<file path="config.mk">
export PLATFORM = sky130hd
export DESIGN_NAME = key_pulse_gen_flat
export DESIGN_NICKNAME = d
export VERILOG_FILES = /design/src/rtl/key_pulse_gen_if.sv /design/src/rtl/key_pulse_gen.sv /design/src/flat_wrapper.sv
export SDC_FILE = /design/constraint.sdc
export NUM_CORES = 1
export LEC_CHECK = 0
export BUFFER_PORTS_ARGS = -buffer_cell sky130_fd_sc_hd__buf_2
export CAP_MARGIN = 15
export CORE_MARGIN = 3
export CORE_UTILIZATION = 37
export DETAILED_ROUTE_END_ITERATION = 10
export SYNTH_ARGS = -nofsm -noshare
export SYNTH_HDL_FRONTEND = slang
export SYNTH_SLANG_ARGS = --single-unit
</file>
<file path="constraint.sdc">
create_clock -name clk -period 5.5 [get_ports clk]
set_input_delay 0.275 -clock clk [delete_from_list [all_inputs] [get_ports clk]]
set_output_delay 0.275 -clock clk [all_outputs]
set_load 0.01 [all_outputs]
</file>
<file path="src/rtl/key_pulse_gen_if.sv">
// Button-side bundle of key_pulse_gen: raw active-low keys in, step pulses and held levels out.
interface key_pulse_gen_if;
    logic key_up_n;
    logic key_down_n;
    logic key_up;
    logic key_down;
    logic up_held;
    logic down_held;

    modport master (
        output key_up_n,
        output key_down_n,
        input  key_up,
        input  key_down,
        input  up_held,
        input  down_held
    );

    modport slave (
        input  key_up_n,
        input  key_down_n,
        output key_up,
        output key_down,
        output up_held,
        output down_held
    );
endinterface

</file>
<file path="src/rtl/key_pulse_gen.sv">
// Two-button conditioner: sync, debounce and press/auto-repeat FSM per key,
// producing one-cycle up/down step pulses for the breath-LED duty controller.
module key_pulse_gen #(
    parameter int DEBOUNCE_CYC = 1_000_000,
    parameter int REPEAT_DLY   = 25_000_000,
    parameter int REPEAT_PER   = 5_000_000,
    parameter bit REPEAT_EN    = 1'b1
) (
    input  logic           clk,
    input  logic           rst,
    key_pulse_gen_if.slave kif
);
    localparam int DB_W   = $clog2(DEBOUNCE_CYC);
    localparam int RP_MAX = (REPEAT_DLY > REPEAT_PER) ? REPEAT_DLY : REPEAT_PER;
    localparam int RP_W   = $clog2(RP_MAX);
    localparam logic [DB_W-1:0] DB_LAST  = DB_W'(DEBOUNCE_CYC - 1);
    localparam logic [RP_W-1:0] DLY_LAST = RP_W'(REPEAT_DLY - 1);
    localparam logic [RP_W-1:0] PER_LAST = RP_W'(REPEAT_PER - 1);

    typedef enum logic [1:0] {IDLE, PRESSED, REPEAT} state_e;

    // Index 0 is the up key, index 1 the down key.
    logic [1:0]      sync1_q, sync1_d;
    logic [1:0]      sync2_q, sync2_d;
    logic [1:0]      acc_q, acc_d;
    logic [1:0]      held_q, held_d;
    logic [1:0]      pulse_q, pulse_d;
    logic [DB_W-1:0] db_cnt_q [2];
    logic [DB_W-1:0] db_cnt_d [2];
    logic [RP_W-1:0] rep_cnt_q [2];
    logic [RP_W-1:0] rep_cnt_d [2];
    state_e          state_q [2];
    state_e          state_d [2];
    logic            both_pressed;

    always_comb begin
        sync1_d = {kif.key_down_n, kif.key_up_n};
        sync2_d = sync1_q;
        acc_d   = acc_q;
        held_d  = acc_q;
        for (int k = 0; k < 2; k++) begin
            db_cnt_d[k] = '0;
            // acc_q holds the accepted level as 1 = pressed, so compare against inverted sync.
            if (~sync2_q[k] != acc_q[k]) begin
                if (db_cnt_q[k] == DB_LAST) begin
                    acc_d[k] = ~acc_q[k];
                end else begin
                    db_cnt_d[k] = db_cnt_q[k] + 1'b1;
                end
            end
        end
    end

    assign both_pressed = acc_q[0] & acc_q[1];

    always_comb begin
        pulse_d = 2'b00;
        for (int k = 0; k < 2; k++) begin
            state_d[k]   = state_q[k];
            rep_cnt_d[k] = rep_cnt_q[k];
            if (!acc_q[k]) begin
                state_d[k]   = IDLE;
                rep_cnt_d[k] = '0;
            end else if (both_pressed) begin
                // Conflicting keys: park both as fresh holds and stay silent.
                state_d[k]   = PRESSED;
                rep_cnt_d[k] = '0;
            end else begin
                case (state_q[k])
                    IDLE: begin
                        state_d[k]   = PRESSED;
                        rep_cnt_d[k] = '0;
                        pulse_d[k]   = 1'b1;
                    end
                    PRESSED: begin
                        if (!REPEAT_EN) begin
                            rep_cnt_d[k] = '0;
                        end else if (rep_cnt_q[k] == DLY_LAST) begin
                            state_d[k]   = REPEAT;
                            rep_cnt_d[k] = '0;
                            pulse_d[k]   = 1'b1;
                        end else begin
                            rep_cnt_d[k] = rep_cnt_q[k] + 1'b1;
                        end
                    end
                    REPEAT: begin
                        if (rep_cnt_q[k] == PER_LAST) begin
                            rep_cnt_d[k] = '0;
                            pulse_d[k]   = 1'b1;
                        end else begin
                            rep_cnt_d[k] = rep_cnt_q[k] + 1'b1;
                        end
                    end
                    default: begin
                        state_d[k]   = IDLE;
                        rep_cnt_d[k] = '0;
                    end
                endcase
            end
        end
    end

    always_ff @(posedge clk or negedge rst) begin
        if (!rst) begin
            sync1_q <= 2'b11;
            sync2_q <= 2'b11;
            acc_q   <= 2'b00;
            held_q  <= 2'b00;
            pulse_q <= 2'b00;
            for (int k = 0; k < 2; k++) begin
                db_cnt_q[k]  <= '0;
                rep_cnt_q[k] <= '0;
                state_q[k]   <= IDLE;
            end
        end else begin
            sync1_q <= sync1_d;
            sync2_q <= sync2_d;
            acc_q   <= acc_d;
            held_q  <= held_d;
            pulse_q <= pulse_d;
            for (int k = 0; k < 2; k++) begin
                db_cnt_q[k]  <= db_cnt_d[k];
                rep_cnt_q[k] <= rep_cnt_d[k];
                state_q[k]   <= state_d[k];
            end
        end
    end

    assign kif.key_up    = pulse_q[0];
    assign kif.key_down  = pulse_q[1];
    assign kif.up_held   = held_q[0];
    assign kif.down_held = held_q[1];
endmodule

</file>
<file path="src/flat_wrapper.sv">
// flat-port wrapper written by rule: the top's interface ports become plain ports
module key_pulse_gen_flat 
#(
    parameter int DEBOUNCE_CYC = 1_000_000,
    parameter int REPEAT_DLY   = 25_000_000,
    parameter int REPEAT_PER   = 5_000_000,
    parameter bit REPEAT_EN    = 1'b1
)
  (clk, rst, kif_key_up_n, kif_key_down_n, kif_key_up, kif_key_down, kif_up_held, kif_down_held);
  key_pulse_gen_if kif_i ();
  input  logic clk;
  input  logic rst;
  input wire logic [$bits(kif_i.key_up_n)-1:0] kif_key_up_n;
  input wire logic [$bits(kif_i.key_down_n)-1:0] kif_key_down_n;
  output wire logic [$bits(kif_i.key_up)-1:0] kif_key_up;
  output wire logic [$bits(kif_i.key_down)-1:0] kif_key_down;
  output wire logic [$bits(kif_i.up_held)-1:0] kif_up_held;
  output wire logic [$bits(kif_i.down_held)-1:0] kif_down_held;
  assign kif_i.key_up_n = kif_key_up_n;
  assign kif_i.key_down_n = kif_key_down_n;
  assign kif_key_up = kif_i.key_up;
  assign kif_key_down = kif_i.key_down;
  assign kif_up_held = kif_i.up_held;
  assign kif_down_held = kif_i.down_held;
  key_pulse_gen #(.DEBOUNCE_CYC(DEBOUNCE_CYC), .REPEAT_DLY(REPEAT_DLY), .REPEAT_PER(REPEAT_PER), .REPEAT_EN(REPEAT_EN)) u_core (.clk(clk), .rst(rst), .kif(kif_i));
endmodule
</file>
Word level (Yosys, flattened, before mapping):

Index checks and enable logic that the tools add are counted.

* add/sub/neg operators: 4
* eq/ne operators: 16
* multiplexer cells: 32
* bitwise logic cells: 5
* reduce and logical (&&, ||, !) cells: 6

Operators with widths (count)
* 25-bit two-way mux: 8
* 25-bit case mux with 2 select lines: 2
* 20-bit two-way mux: 4
* 25-bit by 1-bit adder with 25-bit output (second input constant): 2
* 25-bit by 23-bit equality test with 1-bit output (second input constant): 2
* 25-bit equality test (second input constant): 2
* 20-bit by 1-bit adder with 20-bit output (second input constant): 2
* 20-bit equality test (second input constant): 2
* 2-bit two-way mux: 6
* 2-bit case mux with 3 select lines: 2
* 1-bit two-way mux: 8
* 4-bit inequality test (second input constant): 2
* 2-bit AND reduction: 4
* 3-bit inequality test (second input constant): 2
* 1-bit case mux with 3 select lines: 2
* 2-bit by 1-bit equality test with 1-bit output (second input constant): 2
* 2-bit equality test (second input constant): 2
* 2-bit logical NOT: 2
* 1-bit NOT: 4
* 1-bit inequality test: 2
* 1-bit AND: 1

* flip-flop bits (word level): 104
* logic and storage cells: 75

Longest topological paths before layout:

Gate-level depths: netlist of run 1.

* word-level depth: 5
* depth in mapped cells: 8
* mapped depth without buffers: 7

Worst setup path before layout of run 1:

OpenSTA, ideal clock, no wires.

* kind: reg2reg
* start point: register u_core.rep_cnt_q[0] (netlist name)
* end point: register u_core.rep_cnt_q[12] (netlist name)
* library setup time: 0.072 ns
* arrival: 1.803 ns
* required time: 5.428 ns
* path slack: 3.625 ns
* cell stages (with the launch flop): 9
* buffers on the path: 2
* clock period less this slack: 1.875 ns
* cell sequence: dfrtp_1 > ha_1 > and4_1 > buf_4 > and4_1 > a21boi_0 > o2111ai_2 > buf_6 > nor2_1

RTL lines
* from (decl): line key_pulse_gen.sv:30 `logic [RP_W-1:0] rep_cnt_q [2];`
* from (signal, indexed assignment): line key_pulse_gen.sv:123 `rep_cnt_q[k] <= rep_cnt_d[k];`

==> results.md, run 1 <==
- Outcome: completed
- Synth Instances: 527
- Synth Flop Type: dfrtp_1
- Final setup viols: 0
- Max-slew violations: 0
- Number of global-route vias before repair: 3619
- Final Hold Viols: 0
- Share of cells above drive strength 1: 0.0852
- Number of I/O pins: 8
- Pint: 1.09 mW
- Dominant cells by area after synthesis: dfrtp_1 48%, nor2_1 7.9%, xnor2_1 7.9%
- Dpl hpwl: 6410 µm
- Residual DRC count: 0
- Routed Wire Length: 9430 µm
- Worst EP arrival: 2.68 ns
- Fin nets: 553
- P_leak: 2.28 nW
- First-pass GRT wire length: 16800 µm
- Synth warn: 0
- Synth area leader: dfrtp_1
- Mapped cell area: 0.00524 mm²
- Post-synth EDFFs: 0
- Router iterations before antenna repair: 5
- Row Count: 42
- Post-Synth Simple-Gate Area: 0.264
- RePlAce Congestion: 0.808
- Max_cap viols: 0
- GRT Util Overall: 0.127
- Worst-case clock buffer depth: 2
- Fin Setup TNS: 0 ns
- PwrDens: 247 mW/mm²
- Antenna violations before repair: 0
- Psw: 317 µW
- CTS root buf: clkbuf_16
- Seq pwr share: 0.550
- Initial core utilization: 0.386
- Share of the synthesized area in the top cell type: 0.478
- Sw frac: 0.225
- Footprint of the multi-input gates: 0.00245 mm²
- Min cycle time layout: 2.49 ns
- Vias: 3553
- CTS H-tree depth: 3
- CP Class: flip-flop to flip-flop
- Final worst setup slack: 3.01 ns
- Clock sinks: 104
- Final ANT Viol Nets: 0
- RSZ-0062 raised after global routing: no
- Grt total ovfl: 0
- Initial DRC count: 249
- CP startpoint kind: flip-flop
- Largest net degree at the start of global routing: 59
- Top-count cell post-synth: nor2_1
- Post-synthesis mux area share: 0.00764
- FF/Latch Area: 0.00261 mm²
- XOR/XNOR Fraction of Synth Area: 0.140
- Yosys reg bits: 104
- Asr flop ratio synth: 1.00
- Via density: 4.96
- Synth Area in Compound Gates: 0.0217
- Syn avg cell area: 9.94 µm²
- Post-Synth Adder-Cell Area: 0.0334
- Pre-CTS setup slack: 2.98 ns
- Synthesized net count: 545
- Buffers on Ports: 7
- Num CTS Buffers: 9
- Worst relative slew slack: 0.277
- Seq/Total Area, Yosys: 0.498
- Worst Path Required: 5.69 ns
- Max Freq: 401 MHz
- Largest family of logic cells by synthesized area: simple AND/OR/NAND/NOR gates
- TritonCTS clock tree: yes
- CTS clk-pin slew, worst paths: 0.07 ns
- DR WL/cell: 13.2 µm
- Worst-skew pair later-pin latency: 0.35 ns
- Final worst path period share: 0.453
- Final Skew: 0.0117 ns
- Post-synth cell types: 48
- Clock network power share: 0.430
- Die area: 0.0156 mm²
- Filler cell count: 1330
- Most frequent cells after synthesis: 110 x nor2_1, 100 x dfrtp_1, 47 x xnor2_1
- Die X: 125 µm
- Maximum vdd drop: 0.135 mV
- Core area: 0.0136 mm²
- CP Max Fanout: 25
- CP Capture Type: flip-flop
- Worst-margin pin slew: 1.08 ns
- P&R area growth vs syn: 8.72%
- Diodes inserted: 0
- Chip Height: 125 µm
- Hold crit path type: input port to flip-flop
- Combinational share of power: 0.020
[path summary, 6_finish.rpt]
| check | start | end | slack, ns | depth (start not counted) |
|---|---|---|---|---|
| max | u_core.rep_cnt_q[0]$_DFF_PN0_ | u_core.rep_cnt_q[23]$_DFF_PN0_ | 3.01 | 6 |
| min | kif_key_down_n | u_core.sync1_q[1]$_DFF_PN1_ | 0.02 | 1 |
| max reg2reg | u_core.rep_cnt_q[0]$_DFF_PN0_ | u_core.rep_cnt_q[23]$_DFF_PN0_ | 3.01 | 6 |
| min reg2reg | u_core.sync1_q[0]$_DFF_PN1_ | u_core.sync2_q[0]$_DFF_PN1_ | 0.36 | 0 |
| max in group asynchronous | rst | u_core.rep_cnt_q[47]$_DFF_PN0_ | 3.85 | 3 |
| min in group asynchronous | rst | u_core.rep_cnt_q[3]$_DFF_PN0_ | 0.48 | 2 |
[kinds of logic (layout without fill, tap and decap cells)]
family | after synthesis | count (layout)
compound gates | 15 | 15
simple gates | 272 | 272
flops | 104 | 104
fa+ha+maj | 14 | 14
buf+inv | 34 | 47
mux | 4 | 4
xor+xnor | 84 | 84
[layout make-up]
cell class,count,share of cell area
Sequential cell,104,0.458
Multi-Input combinational cell,389,0.430
Clock buffer,10,0.0402
Tap cell,176,0.0387
Inverter,22,0.0145
Timing Repair Buffer,9,0.00966
Clock inverter,6,0.00922
[through the flow]
stage / hold WS [ns] / power, mW / std cells / util / instance area (µm²)
6_report: 0.0190 / 1.41 / 716 / 0.420 / 5700
5_1_grt: 0.00718 / 1.47 / 716 / 0.420 / 5700
4_1_cts: 0.00218 / 1.44 / 716 / 0.420 / 5700
3_5_place_dp: 0.331 / 0.819 / 699 / 0.399 / 5410
3_3_place_gp: 0.320 / 0.819 / 699 / 0.399 / 5410
2_1_floorplan: -0.0206 / 0.801 / 527 / - / 5240
[per-layer routing]
metal  part of all wire  vias to the layer above  track usage
li1                   -                     1785            -
met1               0.49                     1731        0.167
met2               0.47                       29        0.212
met3              0.023                        8       0.0311
met4             0.0099                        0       0.0357
met5                  0                        -            0
[critical path: stages (launching register included)]
cell	delay, ns
dfrtp_1	0.39
ha_1	0.22
and4_1	0.32
and4_1	0.29
a21boi_0	0.12
o2111ai_2	0.86
nor2_1	0.12
[repair_timing]
item                                   4_1_cts  5_1_grt
hold buffers                                 1        0
buffers inserted                             0        0
gates resized for setup                      0        0
endpoints found under the hold margin       44        0
[power groups by stage]
stage	clock [mW]	sequential, mW	combinational, mW
final	0.605	0.775	0.0287
after global routing	0.657	0.775	0.0351
after CTS	0.631	0.774	0.0307
after detailed placement	0	0.789	0.0299
after global placement	0	0.789	0.0292
after floorplan	0	0.789	0.0117
[cell usage in the layout, fill, tap and decap left out, types with 2 or more instances in the layout]
cell | synthesis | final
dfrtp_1 | 100 | 100
inv_8 | 0 | 2
nand4_1 | 14 | 14
or2_2 | 3 | 3
nand2_1 | 34 | 34
xnor2_1 | 47 | 47
or4_1 | 2 | 2
buf_4 | 2 | 2
inv_1 | 22 | 22
nor3_1 | 16 | 16
ha_1 | 14 | 14
mux2i_1 | 4 | 4
nor4_1 | 12 | 12
nor4b_1 | 3 | 3
nand3_2 | 2 | 2
and3_1 | 14 | 14
and4_1 | 12 | 12
nor2_1 | 110 | 110
nor4_2 | 2 | 2
buf_2 | 2 | 6
nand3_1 | 29 | 29
xor2_1 | 37 | 37
nor2_2 | 3 | 3
clkinv_4 | 0 | 2
nor3_2 | 4 | 4
and2_1 | 2 | 2
nor4bb_1 | 2 | 2
dfstp_2 | 4 | 4
clkbuf_16 | 0 | 9
a21oi_1 | 4 | 4
[registers in the layout (all words and copies together), names as in the netlist]
| register | count |
|---|---|
| u_core.rep_cnt_q | 50 |
| u_core.held_q | 2 |
| u_core.db_cnt_q | 40 |
| u_core.sync2_q | 2 |
| u_core.state_q | 4 |
| u_core.sync1_q | 2 |
| u_core.acc_q | 2 |
| u_core.pulse_q | 2 |
Power figures use the tool's default switching activity.
==> inputs of run 2 (changes only) <==
- clock period: 5.5 -> 2.31 ns (I/O delays scaled with it)
==> run 2 against run 1 <==
Effect of this change: wire length fell by 0.75%; final area rose by 2.5%; die area did not move; register-to-register slack got worse by 2.7 ns; clock power rose to 2.7 times the previous value; non-clock buffer count rose by 8; largest cell class unchanged.
==> results.md, run 2 (same netlist as run 1, synthesis figures left out) <==
- TritonCTS clock tree: yes
- RePlAce Congestion: 0.789
- R2r startpoint: u_core.rep_cnt_q[25]$_DFF_PN0_
- CP endpoint: u_core.state_q[2]$_DFFE_PN0P_
- GRT Util Overall: 0.127
- Residual DRC count: 0
- Dpl hpwl: 6160 µm
- Final Hold Viols: 0
- Most frequent cells in the layout: 110 x nor2_1, 100 x dfrtp_1, 47 x xnor2_1
- Hold crit path type: input port to async pin
- RSZ-0062 raised after global routing: no
- CP Class: flip-flop to flip-flop
- CTS clk-pin slew, worst paths: 0.07 ns
- Initial DRC count: 267
- Largest net degree at the start of global routing: 105
- Via density: 4.90
- Final ANT Viol Nets: 0
- Grt total ovfl: 0
- Die area: 0.0156 mm²
- Cell chain of the critical path: ha_1 -> and4_1 -> nand4_1 -> o31ai_1 -> mux2i_1 -> a21oi_1
- Leading registers by flop count: u_core.rep_cnt_q x50, u_core.db_cnt_q x40, u_core.state_q x4
- Worst EP arrival: 2.26 ns
- Routed Wire Length: 9360 µm
- Fin Setup TNS: 0 ns
- First-pass GRT wire length: 16500 µm
- Reg2reg path depth: 6
- P&R area growth vs syn: 11.4%
- Filler cell count: 1346
- Outcome: completed
- CTS root buf: clkbuf_16
- CP startpoint kind: flip-flop
- Worst path slowest cell: o31ai_1
- Number of I/O pins: 8
- Worst-skew pair later-pin latency: 0.35 ns
- Worst Setup SP: u_core.rep_cnt_q[25]$_DFF_PN0_
- Max_cap viols: 0
- Max FFs per register: 50
- Router iterations before antenna repair: 4
- Antenna violations before repair: 0
- CP Capture Type: flip-flop
- DR WL/cell: 12.9 µm
- Final setup viols: 0
- Number of global-route vias before repair: 3484
- Commonest non-fill, non-tap cell in the layout: nor2_1
- Register-to-register path setup slack: 0.29 ns
- Final worst path period share: 0.875
- CP Max Fanout: 4
- Buffers on Ports: 7
- Worst-margin pin slew: 0.678 ns
- Largest register by flop count: u_core.rep_cnt_q
- Chip Height: 125 µm
- CTS H-tree depth: 3
- Max-slew violations: 0
- P_leak: 2.36 nW
- Vias: 3549
- Worst relative slew slack: 0.546
- Min cycle time layout: 2.02 ns
- Worst Path Required: 2.55 ns
- Share of cells above drive strength 1: 0.0967
- Row Count: 42
- Core area: 0.0136 mm²
- FF-to-FF End: u_core.state_q[2]$_DFFE_PN0P_
- PwrDens: 609 mW/mm²
- Max Freq: 495 MHz
- Clock sinks: 104
- Total power: 3.56 mW
- Slowest Stage Delay on Critical Path: 0.52 ns
- Fin nets: 561
- Initial core utilization: 0.386
- Final Skew: 0.00819 ns
- Num CTS Buffers: 9
- Worst-case clock buffer depth: 2
- Maximum vdd drop: 0.328 mV
- Die X: 125 µm
- Diodes inserted: 0
[run 2: cell count changes in the layout (fill, tap and decap cells not counted), sizes merged]
cell and change:
clkbuf -1, dlygate4sd3 +2, bufinv +2, buf +6, inv -1
[run 2: through the flow]
step	cell area [µm²]	hold slack [ns]	util	cells	worst slack, ns
2_1_floorplan	5240	-0.180	-	527	0.435
3_3_place_gp	5490	0.225	0.405	705	0.317
3_5_place_dp	5490	0.222	0.405	705	0.297
4_1_cts	5840	0.357	0.431	724	0.291
5_1_grt	5840	0.365	0.431	724	0.157
6_report	5840	0.339	0.431	724	0.290
[run 2: worst max-delay path, delay by kind of cell (launching register included)]
kind            cells  cell delay, ns
flops               1            0.40
compound gates      2            0.60
mux                 1            0.26
fa+ha+maj           1            0.23
simple gates        2            0.43
[run 2: worst min-delay path by stage]
stage                                      startpoint                       endpoint  slack [ns]  cells after the start
after floorplan                                   rst    u_core.acc_q[0]$_DFFE_PN0P_       -0.18                      0
after global placement                 kif_key_down_n    u_core.sync1_q[1]$_DFF_PN1_        0.22                      1
after detailed placement                 kif_key_up_n    u_core.sync1_q[0]$_DFF_PN1_        0.22                      1
after CTS                 u_core.sync1_q[1]$_DFF_PN1_    u_core.sync2_q[1]$_DFF_PN1_        0.36                      0
after global routing      u_core.sync1_q[1]$_DFF_PN1_    u_core.sync2_q[1]$_DFF_PN1_        0.37                      0
final                                             rst  u_core.rep_cnt_q[0]$_DFF_PN0_        0.34                      3
[run 2: timing repair]
action                                  in CTS  in global routing
buffers inserted                             0                  0
hold buffers                                 3                  0
hold endpoints to repair                   102                  0
gates resized for setup                      0                  0
endpoints found under the setup margin       0                  0
[run 2: report_power, final]
part / switching (mW) / internal [mW] / total, mW
clock network: 0.685 / 0.951 / 1.64
registers: 0.0102 / 1.83 / 1.84
logic: 0.0537 / 0.0201 / 0.0738
[run 2: area by class of cell]
class,instances,area (µm²),area share
repair buffers,17,158,0.0270
flip-flops and latches,104,2610,0.447
clock buffers,9,225,0.0386
multi-input cells,389,2450,0.420
inverters,22,82.6,0.0141
clock inverters,7,95.1,0.0163
well taps,176,220,0.0377
[run 2: metal layers]
| metal | vias to the layer above | track usage | part of all wire |
|---|---|---|---|
| li1 | 1800 | - | - |
| met1 | 1717 | 0.173 | 0.50 |
| met2 | 24 | 0.195 | 0.46 |
| met3 | 8 | 0.0426 | 0.028 |
| met4 | 0 | 0.0389 | 0.012 |
| met5 | - | 0 | 0 |
==> inputs of run 3 (changes only) <==
- CORE_UTILIZATION: 37 -> 30
- CTS_BUF_LIST: default -> sky130_fd_sc_hd__clkbuf_8 sky130_fd_sc_hd__clkbuf_16
- clock period: 2.31 -> 1.95 ns (I/O delays scaled with it)
==> run 3 against run 2 <==
Effect of this change: wire length increased by 7.9%; first-iteration DRC count is 3.4% lower; clock skew fell by 0.00062 ns; setup slack worse by 0.23 ns; sequential share of layout area decreased by 1.6 points; highest routed layer unchanged.
==> results.md, run 3 (same netlist as run 1, synthesis figures left out) <==
- FF/Latch Area: 0.00261 mm²
- Die area: 0.0191 mm²
- Final Hold Viols: 0
- Final ANT Viol Nets: 0
- CP Depth: 6
- Worst path slowest cell: dfrtp_1
- CP startpoint kind: flip-flop
- Core area: 0.0168 mm²
- Grt total ovfl: 0
- Worst EP arrival: 2.13 ns
- Outcome: completed
- Dpl hpwl: 6570 µm
- Routed Wire Length: 10100 µm
- CP Class: flip-flop to flip-flop
- First-pass GRT wire length: 17500 µm
- Die X: 138 µm
- Leading registers by flop count: u_core.rep_cnt_q x50, u_core.db_cnt_q x40, u_core.state_q x4
- Max_cap viols: 0
- Commonest non-fill, non-tap cell in the layout: nor2_1
- Worst-case clock buffer depth: 2
- Worst-margin pin slew: 0.575 ns
- Final Skew: 0.00757 ns
- Router iterations before antenna repair: 6
- Initial DRC count: 258
- CTS clk-pin slew, worst paths: 0.07 ns
- Largest net degree at the start of global routing: 105
- Post-CTS Setup Repair Bufs: 0
- Final worst path period share: 0.971
- Inst Count DP: 761
- RSZ-0062 raised after global routing: yes
- P_leak: 2.45 nW
- Number of I/O pins: 8
- Num CTS Buffers: 9
- Finished Layout Cells: 780
- Diodes inserted: 0
- Worst Path Required: 2.19 ns
- Reg2reg path depth: 6
- Initial core utilization: 0.312
- Worst relative slew slack: 0.617
- CP Max Fanout: 5
- Crit path buf inv count: 0
- Max-slew violations: 0
- Worst-skew pair later-pin latency: 0.35 ns
- GRT Util Overall: 0.108
- P&R area growth vs syn: 15.5%
- Maximum vdd drop: 0.408 mV
- Max Freq: 528 MHz
- DR WL/cell: 12.9 µm
- Via density: 4.78
- Share of cells above drive strength 1: 0.127
- CTS H-tree depth: 3
- Clock sinks: 104
- Cell chain of the critical path: ha_1 -> and4_1 -> and4_2 -> a21oi_1 -> nor3_1 -> a311oi_1
- Min cycle time layout: 1.89 ns
- Hold crit path type: input port to async pin
- Final setup viols: 0
- Row Count: 47
- Residual DRC count: 0
- Footprint of the multi-input gates: 0.00249 mm²
- Slowest Stage Delay on Critical Path: 0.39 ns
- Hold_ws: 0.326 ns
- Crit path max-delay family: compound AO/OA/AOI/OAI gates
- PwrDens: 714 mW/mm²
- Number of global-route vias before repair: 3721
- Most frequent cells in the layout: 110 x nor2_1, 100 x dfrtp_1, 47 x xnor2_1
- TritonCTS clock tree: yes
- Filler cell count: 1687
- Vias: 3725
- Largest register by flop count: u_core.rep_cnt_q
- CP Capture Type: flip-flop
- Chip Height: 138 µm
- Buffers on Ports: 7
- RePlAce Congestion: 0.772
- Max FFs per register: 50
- Antenna violations before repair: 0
- Fin nets: 573
- CTS root buf: clkbuf_16
-- run 3: worst register-to-register path, stage by stage, from the launching register on --
cell	delay, ns
dfrtp_1	0.39
ha_1	0.23
and4_1	0.26
and4_2	0.23
a21oi_1	0.28
nor3_1	0.08
a311oi_1	0.31
-- run 3: what timing repair did --
action                                 4_1_cts  5_1_grt
endpoints found under the hold margin      102        0
setup endpoints to repair                    1       90
pin swaps                                    0        2
gates resized for setup                      0        9
hold buffers                                 3        0
-- run 3: metal layers --
| metal | vias to the layer above | track usage | part of all wire |
|---|---|---|---|
| met5 | - | 0 | 0 |
| met4 | 0 | 0.0234 | 0.011 |
| met3 | 9 | 0.0366 | 0.033 |
| met2 | 50 | 0.180 | 0.48 |
| met1 | 1839 | 0.138 | 0.47 |
| li1 | 1827 | - | - |
-- run 3: final cells by class --
class / instances / share of cell area
clock inverter: 4 / 0.0124
tap: 220 / 0.0455
multi-input combinational: 389 / 0.411
timing repair buffer: 29 / 0.0430
inverter: 22 / 0.0136
clock buffer: 12 / 0.0440
sequential: 104 / 0.431
-- run 3: power breakdown --
group | leakage (nW) | internal (mW) | switching [mW]
Sequential | 1.43 | 2.17 | 0.0136
Combinational | 0.853 | 0.0276 | 0.0662
Clock | 0.161 | 1.23 | 0.808
Total | 2.45 | 3.43 | 0.888
-- run 3: final timing paths --
check                                                    from                        endpoint  slack, ns
worst max-delay path            u_core.rep_cnt_q[0]$_DFF_PN0_   u_core.state_q[0]$_DFFE_PN0P_       0.06
max in group asynchronous                                 rst    u_core.db_cnt_q[5]$_DFF_PN0_       1.15
min in group clk                  u_core.sync1_q[1]$_DFF_PN1_     u_core.sync2_q[1]$_DFF_PN1_       0.36
worst min register to register    u_core.sync1_q[1]$_DFF_PN1_     u_core.sync2_q[1]$_DFF_PN1_       0.36
worst max register to register  u_core.rep_cnt_q[0]$_DFF_PN0_   u_core.state_q[0]$_DFFE_PN0P_       0.06
worst min-delay path                                      rst  u_core.rep_cnt_q[43]$_DFF_PN0_       0.33
-- run 3: through the flow --
step / setup WS (ns) / cell area, µm² / total power [mW] / util / setup TNS, ns
finish: 0.0570 / 6050 / 4.32 / 0.360 / 0
global route: -0.0441 / 6050 / 4.50 / 0.360 / -0.733
CTS: -0.00332 / 6020 / 4.40 / 0.358 / -0.00332
detailed placement: 0.0167 / 5650 / 2.32 / 0.336 / 0
global placement: 0.0654 / 5650 / 2.32 / 0.336 / 0
floorplan: 0.0750 / 5240 / 2.26 / - / 0
